==> src/rtl/mdl_abspgdecoder.sv <==
// mdl_abspgdecoder: bit-serial absolute page counter receiver and page-search sequencer.
// Shifts in a PG_W-bit page number LSB first during ring slots 0..PG_W-1, latches it on
// slot PG_W, and drives the counter's CNT_START/CNT_STOP controls to stop on a target page.
// Optional feature macro: ABSPGDEC_ERRCNT_EN builds the saturating out-of-range frame counter;
// without it o_PG_ERRCNT is tied to 0.
module mdl_abspgdecoder #(
    parameter int PG_W    = 12,
    parameter int MODULUS = 2053,
    parameter int TIMEOUT = 2053
) (
    input  logic            i_MCLK,
    input  logic            i_RST,
    input  logic            i_CLK2M_PCEN_n,
    input  logic [19:0]     i_ROT20_n,
    input  logic            i_ABSPGCNTR_LSB,
    input  logic [PG_W-1:0] i_TARGET_PG,
    input  logic            i_SEARCH_START,
    input  logic            i_SEARCH_ABORT,
    output logic [PG_W-1:0] o_ABSPG,
    output logic            o_ABSPG_VLD,
    output logic            o_PG_ERR,
    output logic [7:0]      o_PG_ERRCNT,
    output logic            o_ABSPGCNTR_CNT_START,
    output logic            o_ABSPGCNTR_CNT_STOP,
    output logic [1:0]      o_STATE
);

    localparam int FC_W = $clog2(TIMEOUT + 1);
    localparam logic [PG_W:0]   MOD_V   = (PG_W + 1)'(MODULUS);
    localparam logic [FC_W-1:0] FC_LAST = FC_W'(TIMEOUT - 1);

    typedef enum logic [1:0] {
        ST_IDLE    = 2'b00,
        ST_ARMED   = 2'b01,
        ST_HIT     = 2'b10,
        ST_TIMEOUT = 2'b11
    } state_t;

    logic            en;
    logic            shift_slot;
    logic            latch_slot;
    logic            shift_en;
    logic            latch_en;
    logic            start_acc;
    logic            pg_oor;
    logic            pg_match;
    logic            unused_rot;

    logic [PG_W-1:0] shreg_q, shreg_d;
    logic [PG_W-1:0] abspg_q, abspg_d;
    logic            vld_q, vld_d;
    logic            err_q, err_d;
    logic            cnt_start_q, cnt_start_d;
    logic [FC_W-1:0] framecnt_q, framecnt_d;
    state_t          state_q, state_d;

    // Slots above the latch slot carry no information for this block.
    assign unused_rot = &i_ROT20_n[19:PG_W+1];

    // Enable and slot decode; the ring is active-low one-hot.
    assign en         = ~i_CLK2M_PCEN_n;
    assign shift_slot = ~(&i_ROT20_n[PG_W-1:0]);
    assign latch_slot = ~i_ROT20_n[PG_W];
    assign shift_en   = en & shift_slot;
    assign latch_en   = en & latch_slot;
    assign start_acc  = en & ~i_SEARCH_ABORT & i_SEARCH_START;

    // Range check and compare act on the freshly completed shift register, so a hit is
    // recognised on the same enable that latches the page.
    assign pg_oor   = ({1'b0, shreg_q} >= MOD_V);
    assign pg_match = (shreg_q == i_TARGET_PG) && !pg_oor;

    // Deserializer and frame latch.
    always_comb begin
        shreg_d = shreg_q;
        abspg_d = abspg_q;
        err_d   = err_q;
        vld_d   = latch_en;
        if (shift_en) begin
            shreg_d = {i_ABSPGCNTR_LSB, shreg_q[PG_W-1:1]};
        end
        if (latch_en) begin
            abspg_d = shreg_q;
            err_d   = pg_oor;
        end
    end

    // Search sequencer: ABORT beats START beats the frame event, all gated by the enable.
    always_comb begin
        state_d     = state_q;
        framecnt_d  = framecnt_q;
        cnt_start_d = cnt_start_q;
        if (en) begin
            cnt_start_d = 1'b0;
            if (i_SEARCH_ABORT) begin
                state_d    = ST_IDLE;
                framecnt_d = '0;
            end else if (i_SEARCH_START) begin
                state_d     = ST_ARMED;
                framecnt_d  = '0;
                cnt_start_d = 1'b1;
            end else if (latch_slot && (state_q == ST_ARMED)) begin
                if (pg_match) begin
                    state_d = ST_HIT;
                end else if (framecnt_q == FC_LAST) begin
                    state_d = ST_TIMEOUT;
                end else begin
                    framecnt_d = framecnt_q + 1'b1;
                end
            end
        end
    end

    // State and datapath registers.
    always_ff @(posedge i_MCLK or posedge i_RST) begin
        if (i_RST) begin
            shreg_q     <= '0;
            abspg_q     <= '0;
            vld_q       <= 1'b0;
            err_q       <= 1'b0;
            cnt_start_q <= 1'b0;
            framecnt_q  <= '0;
            state_q     <= ST_IDLE;
        end else begin
            shreg_q     <= shreg_d;
            abspg_q     <= abspg_d;
            vld_q       <= vld_d;
            err_q       <= err_d;
            cnt_start_q <= cnt_start_d;
            framecnt_q  <= framecnt_d;
            state_q     <= state_d;
        end
    end

`ifdef ABSPGDEC_ERRCNT_EN
    logic [7:0] errcnt_q, errcnt_d;

    // Saturating out-of-range frame counter, restarted with each accepted search.
    always_comb begin
        errcnt_d = errcnt_q;
        if (start_acc) begin
            errcnt_d = '0;
        end else if (latch_en && pg_oor && (errcnt_q != 8'hFF)) begin
            errcnt_d = errcnt_q + 8'd1;
        end
    end

    // Error counter register.
    always_ff @(posedge i_MCLK or posedge i_RST) begin
        if (i_RST) begin
            errcnt_q <= '0;
        end else begin
            errcnt_q <= errcnt_d;
        end
    end

    assign o_PG_ERRCNT = errcnt_q;
`else
    logic unused_start_acc;
    assign unused_start_acc = start_acc;
    assign o_PG_ERRCNT      = '0;
`endif

    assign o_ABSPG               = abspg_q;
    assign o_ABSPG_VLD           = vld_q;
    assign o_PG_ERR              = err_q;
    assign o_ABSPGCNTR_CNT_START = cnt_start_q;
    assign o_ABSPGCNTR_CNT_STOP  = (state_q == ST_HIT);
    assign o_STATE               = state_q;

endmodule

==> config.mk <==
export PLATFORM = sky130hd
export DESIGN_NAME = mdl_abspgdecoder
export DESIGN_NICKNAME = d
export VERILOG_FILES = /design/src/rtl/mdl_abspgdecoder.sv
export SDC_FILE = /design/constraint.sdc
export NUM_CORES = 1
export LEC_CHECK = 0
export BUFFER_PORTS_ARGS = -buffer_cell sky130_fd_sc_hd__buf_2
export CAP_MARGIN = 20
export CORE_ASPECT_RATIO = 1.2
export CORE_UTILIZATION = 55
export DETAILED_ROUTE_END_ITERATION = 8
export PLACE_DENSITY = 0.95
export SYNTH_ARGS = -nofsm -noshare
export SYNTH_HDL_FRONTEND = slang
export SYNTH_SLANG_ARGS = --single-unit
==> constraint.sdc <==
create_clock -name i_MCLK -period 4 [get_ports i_MCLK]
set_input_delay 0 -clock i_MCLK [delete_from_list [all_inputs] [get_ports i_MCLK]]
set_output_delay 0 -clock i_MCLK [all_outputs]
set_load 0.02 [all_outputs]
==> qor.yml, run 1 <==
status: "complete, no violations"
yosysTopAreaCell: "dfrtp_1"
required_ns: 4.23
place_congestion: 0.867
port_buffers: 48
core_sq_um: 3630
die_h_microns: 69.5
die_w_microns: 58.3
row_count: 24
clockBufferDepth: 2
drive_above_1_share_pct: 34.0
fillers: 275
dp_hpwl_microns: 3240
antenna_cells: 0
hp-start: "i_CLK2M_PCEN_n"
path_cells: "or3b_4 -> a21oi_2 -> and3_4 -> or4b_1 -> a21oi_1"
worst_slew_pin_slew_ns: 1.09
drt-total-wl_microns: 4480
synth-seq-cells: 41
skew_ns: 0.00436
start_util_pct: 57.5
cp-start-kind: "flip-flop"
cp_max_fo: 11
grt_max_degree: 42
ys_top_cells_by_area: "dfrtp_1 49%, mux2_2 9.2%, xor2_1 6.3%"
path_delay_family: "simple AND/OR/NAND/NOR gates"
hp-class: "input port to flip-flop"
ant_nets: 0
fmax_mhz: 453
io-pin-count: 64
critPathKind: "flip-flop to flip-flop"
syn_inst: 189
cts_buffers: 5
final_hold_viol_count: 0
cap_violations: 0
yosysUniqueCellTypes: 43
rrSetupSlack_ns: 1.79
ys_warn_count: 0
grt_setup_unrepaired: "no"
nNetsFinal: 286
grt_usage_pct: 25.1
drt_iter0_drc: 54
wire_per_inst_microns: 15.0
drtPass1Iterations: 4
holdBufCountCts: 5
endpoint_kind: "flip-flop"
grt_overflow: 0
drv_slew: 0
die_area_sq_um: 4050
antenna_found_initial: 0
crit_buf_inv: 0
grt_pass1_wl_microns: 7560
critPathMaxStageDelay_ns: 0.46
syn_area_sq_um: 2090
worst-r2r-cell-count: 5
cts_max_level: 2
powerDensity_nw_per_um2: 504
clk_pin_slew_worst_paths_ns: 0.08
hold-path-cell-count: 2
syn_area_per_cell_sq_um: 11.1
tns_ns: 0
vias_per_cell: 5.42
r2r-start: "o_STATE[1]"
area_delta_synth_final_pct: 20.7
ir_worst_vdd_mv: 0.383
cts_root_buffer: "clkbuf_8"
cts_resized: 0
post-route-period-util_pct: 55.2
min_delay_worst_endpoint: "o_PG_ERR"
finalPower_mw: 1.27
postCtsSetupRepairBufs: 0
setup_violations: 0
synth_top_area_share_pct: 49.1
cts_sinks: 41
clk_latency_ns: 0.30
num_vias: 1621
p_leak_nw: 1.22
crit_slowest_cell: "or4b_1"
seq_area_frac_synth_pct: 49.1
drt_drc_violations_left: 0
cts_tree: "done"
post-route-min-period_ns: 2.21
timing.rr.end: "framecnt_q[8]"
grt_pass1_vias: 1665
slew_headroom_pct: 26.7
cp_data_arrival_time_ns: 2.44
-- cells in the final DEF, fill, tap and decap left out, types with 2 or more instances in the layout --
cell type	netlist	layout
xor2_1	15	15
buf_2	2	48
ha_1	2	2
nand4_1	6	6
mux2_2	17	17
o21ai_1	2	2
conb_1	1	8
a21oi_1	8	8
dlygate4sd3_1	0	5
mux2_1	6	6
o21ai_0	7	7
nand3_1	4	4
nor4_1	2	2
nor4_2	3	3
nor3_1	2	2
clkbuf_8	0	5
nand2_1	11	11
a31oi_1	3	3
and2_1	2	2
nor2_1	10	10
and3_1	4	4
o31ai_1	3	2
or3_1	2	2
buf_4	9	2
inv_1	8	8
dfrtp_1	41	41
-- metal layers --
metal  global-route usage (%)  wire length, microns  vias to the layer above
met5                        0                     0                        -
met4                     12.2                    95                        0
met3                     4.85                   175                        8
met2                     43.3                  2450                       44
met1                     29.2                  1760                      797
li1                         -                     -                      772
-- stage by stage --
| step | setup WS (ns) | area [sq um] | hold slack, ns | std cells | util (%) |
|---|---|---|---|---|---|
| global placement | 1.89 | 2350 | 0.146 | 285 | 64.7 |
| CTS | 1.79 | 2510 | 0.00433 | 298 | 69.2 |
| floorplan | 2.14 | 2120 | 0.0961 | 196 | - |
| finish | 1.79 | 2520 | 0.0112 | 299 | 69.4 |
| detailed placement | 1.84 | 2350 | 0.144 | 285 | 64.7 |
| global route | 1.67 | 2520 | 0.0244 | 299 | 69.4 |
-- area by class of cell --
type / count / area [sq um] / share of cell area, %
Clock inverter: 2 / 38.8 / 1.54
Tap cell: 52 / 65.1 / 2.58
Timing Repair Buffer: 55 / 305 / 12.1
Clock buffer: 6 / 72.6 / 2.88
Multi-Input combinational cell: 135 / 983 / 39.0
Inverter: 8 / 30.0 / 1.19
Sequential cell: 41 / 1030 / 40.7
-- power by group --
group	total [mW]	switching (mW)	internal (mW)
combinational	0.332	0.181	0.151
clock	0.336	0.148	0.187
sequential	0.604	0.0954	0.508
total	1.27	0.425	0.846
-- flip-flops by register name, indices dropped and copies added, names as in the netlist --
| register | flops |
|---|---|
| framecnt_q | 12 |
| o_ABSPG | 12 |
| shreg_q | 12 |
| o_STATE | 2 |
| o_ABSPGCNTR_CNT_START | 1 |
| o_ABSPG_VLD | 1 |
| o_PG_ERR | 1 |
-- worst max path at each step --
| stage | from | to | slack (ns) | cells past startpoint |
|---|---|---|---|---|
| floorplan | o_STATE[1] | framecnt_q[8] | 2.14 | 5 |
| global placement | o_STATE[1] | framecnt_q[8] | 1.89 | 5 |
| detailed placement | o_STATE[1] | framecnt_q[9] | 1.84 | 6 |
| CTS | o_STATE[1] | framecnt_q[8] | 1.79 | 5 |
| global route | o_STATE[1] | framecnt_q[9] | 1.67 | 6 |
| finish | o_STATE[1] | framecnt_q[8] | 1.79 | 5 |
-- synthesized netlist by cell type, drive strengths merged --
library cell and instances:
a32o 1, nor3 2, nand3 4, and4 1, conb 1, o2111ai 1, nor2 10, or3 2
a21oi 9, o21ai 10, or4b 1, xnor2 1, and3 5, nand2b 1, o211ai 1, a31oi 3
clkbuf 1, a41o 1, nand4 6, and2b 1, and2 2, buf 11, or2 1, xor2 15
nand2 11, or3b 1, o31ai 3, dfrtp 41, inv 8, nor4bb 1, a31o 1, mux2 23
ha 2, nor4b 1, nor4 5, o21bai 1
-- cells by family after synthesis --
kind of cell / synth area share (%)
fa+ha+maj: 1.20
compound gates: 9.40
other cells: 0.179
xor+xnor: 6.71
mux: 12.4
simple gates: 15.7
buf+inv: 5.33
flops: 49.1
(Power assumes the default switching activity.)
==> run 2: changes to the inputs <==
Settings changed: CORE_UTILIZATION 55 to 46, PLACE_DENSITY 0.95 to 0.87.
Clock period 4 ns to 1.9 ns, I/O delays scaled along.
==> run 2 against run 1 <==
Compared with the run above: worst hold slack better by 0.037 ns; sequential share of layout area is 2.3 points lower; via count is 6.2% higher; cell area is 6.3% higher; total power is 110% higher; sequential power is 110% higher; non-clock buffer count is 16 higher; first-iteration DRC count is 50% higher; die area is 19% higher; critical path depth stayed put; core utilization is 7.0 points lower; combinational power is 130% higher; largest cell class unchanged; largest power group unchanged.
==> qor.yml, run 2 (synthesized netlist as in run 1, its figures left out) <==
post-route-period-util_pct: 97.5
row_count: 26
wire_per_inst_microns: 14.3
area.sequential_sq_um: 1030
drt_drc_violations_left: 0
cts_root_buffer: "clkbuf_8"
final_hold_viol_count: 0
hp-class: "input port to flip-flop"
grt_max_degree: 42
slew_headroom_pct: 66.0
grt_usage_pct: 20.4
vias_per_cell: 5.41
cap_violations: 0
required_ns: 2.10
die_w_microns: 63.5
clk_pin_slew_worst_paths_ns: 0.07
cp_data_arrival_time_ns: 2.06
nNetsFinal: 302
num_vias: 1721
cp_max_fo: 4
cts_max_level: 2
seqPwrFrac_pct: 46.8
grt_pass1_vias: 1740
drt_iter0_drc: 81
fin_cells: 318
endpoint_kind: "flip-flop"
io-pin-count: 64
start_util_pct: 48.7
cts_tree: "done"
place_congestion: 0.857
dp_hpwl_microns: 3320
die_h_microns: 75.8
drive_above_1_share_pct: 40.5
final_common_cell: "buf_2"
multiInputGateArea_sq_um: 1010
drt-total-wl_microns: 4530
fmax_mhz: 540
worst_slew_pin_slew_ns: 0.509
powerDensity_nw_per_um2: 1010
cp-start-kind: "flip-flop"
p_leak_nw: 1.30
cts_sinks: 41
drtPass1Iterations: 4
area_delta_synth_final_pct: 28.3
fillers: 344
critPathKind: "flip-flop to flip-flop"
placed_cells: 301
pwr-share-clk_pct: 24.4
tns_ns: 0
setup_violations: 0
final_cell_mix: "48 x buf_2, 38 x dfrtp_1, 17 x mux2_2, 16 x buf_4, 15 x xor2_1"
post-route-min-period_ns: 1.85
antenna_cells: 0
combPwrFrac_pct: 28.8
grt_overflow: 0
antenna_found_initial: 0
drv_slew: 0
status: "complete, no violations"
grt_pass1_wl_microns: 7500
ir_worst_vdd_mv: 0.753
clockBufferDepth: 2
ant_nets: 0
core_sq_um: 4290
port_buffers: 48
die_area_sq_um: 4820
clk_latency_ns: 0.29
switching_power_uw: 881
swShare_pct: 32.6
cts_buffers: 5
skew_ns: 0.00920
cell_internal_pwr_mw: 1.82
## run 2: worst max-delay path: stages, from the launching register on
cell and delay, ns:
dfrtp_1 0.38, or3b_4 0.41, a21oi_4 0.15, and3_4 0.22, or4b_1 0.43, a21oi_1 0.18
## run 2: stage by stage
stage          setup slack [ns]  power, mW  hold WS, ns  util, %  cell area, sq um
2_1_floorplan            0.0417       1.72       0.0961        -              2120
3_3_place_gp              0.104       1.97        0.153     56.9              2440
3_5_place_dp             0.0568       2.00        0.156     56.9              2440
4_1_cts                  0.0387       2.69       0.0158     60.6              2600
5_1_grt                 -0.0431       2.85       0.0439     62.4              2680
6_report                 0.0470       2.71       0.0487     62.4              2680
## run 2: routing by layer
| layer | track usage, % | part of all wire [%] | vias to the layer above |
|---|---|---|---|
| li1 | - | - | 807 |
| met1 | 23.4 | 41 | 821 |
| met2 | 36.8 | 51 | 80 |
| met3 | 4.04 | 5.1 | 13 |
| met4 | 9.85 | 2.5 | 0 |
| met5 | 0 | 0 | - |
## run 2: path summary, 6_finish.rpt
path	start	end	slack, ns	depth (start not counted)
hold / removal	i_CLK2M_PCEN_n	o_PG_ERR	0.05	2
hold reg to reg	o_ABSPG[9]	o_ABSPG[9]	0.51	1
min in group asynchronous	i_RST	o_ABSPG[5]	0.38	4
max in group asynchronous	i_RST	shreg_q[7]	1.14	4
setup reg to reg	o_STATE[1]	framecnt_q[8]	0.05	5
setup / recovery	o_STATE[1]	framecnt_q[8]	0.05	5
## run 2: final cells by class
class / count / area share, %
inverter: 8 / 1.12
timing repair buffer: 71 / 16.2
clock buffer: 5 / 2.57
sequential: 41 / 38.4
tap: 56 / 2.61
multi-input combinational: 135 / 37.8
clock inverter: 2 / 1.31
## run 2: power groups by stage
| stage | registers [mW] | clock network (mW) | logic [mW] |
|---|---|---|---|
| final | 1.27 | 0.661 | 0.778 |
| after global routing | 1.30 | 0.713 | 0.844 |
| after CTS | 1.25 | 0.682 | 0.759 |
| after detailed placement | 1.26 | 0 | 0.745 |
| after global placement | 1.25 | 0 | 0.721 |
| after floorplan | 1.36 | 0 | 0.362 |
## run 2: what timing repair did
action,4_1_cts,5_1_grt
hold buffers,5,0
buffers inserted,0,5
pin swaps,0,8
hold endpoints to repair,44,0
setup endpoints to repair,2,8
gates resized for setup,1,11
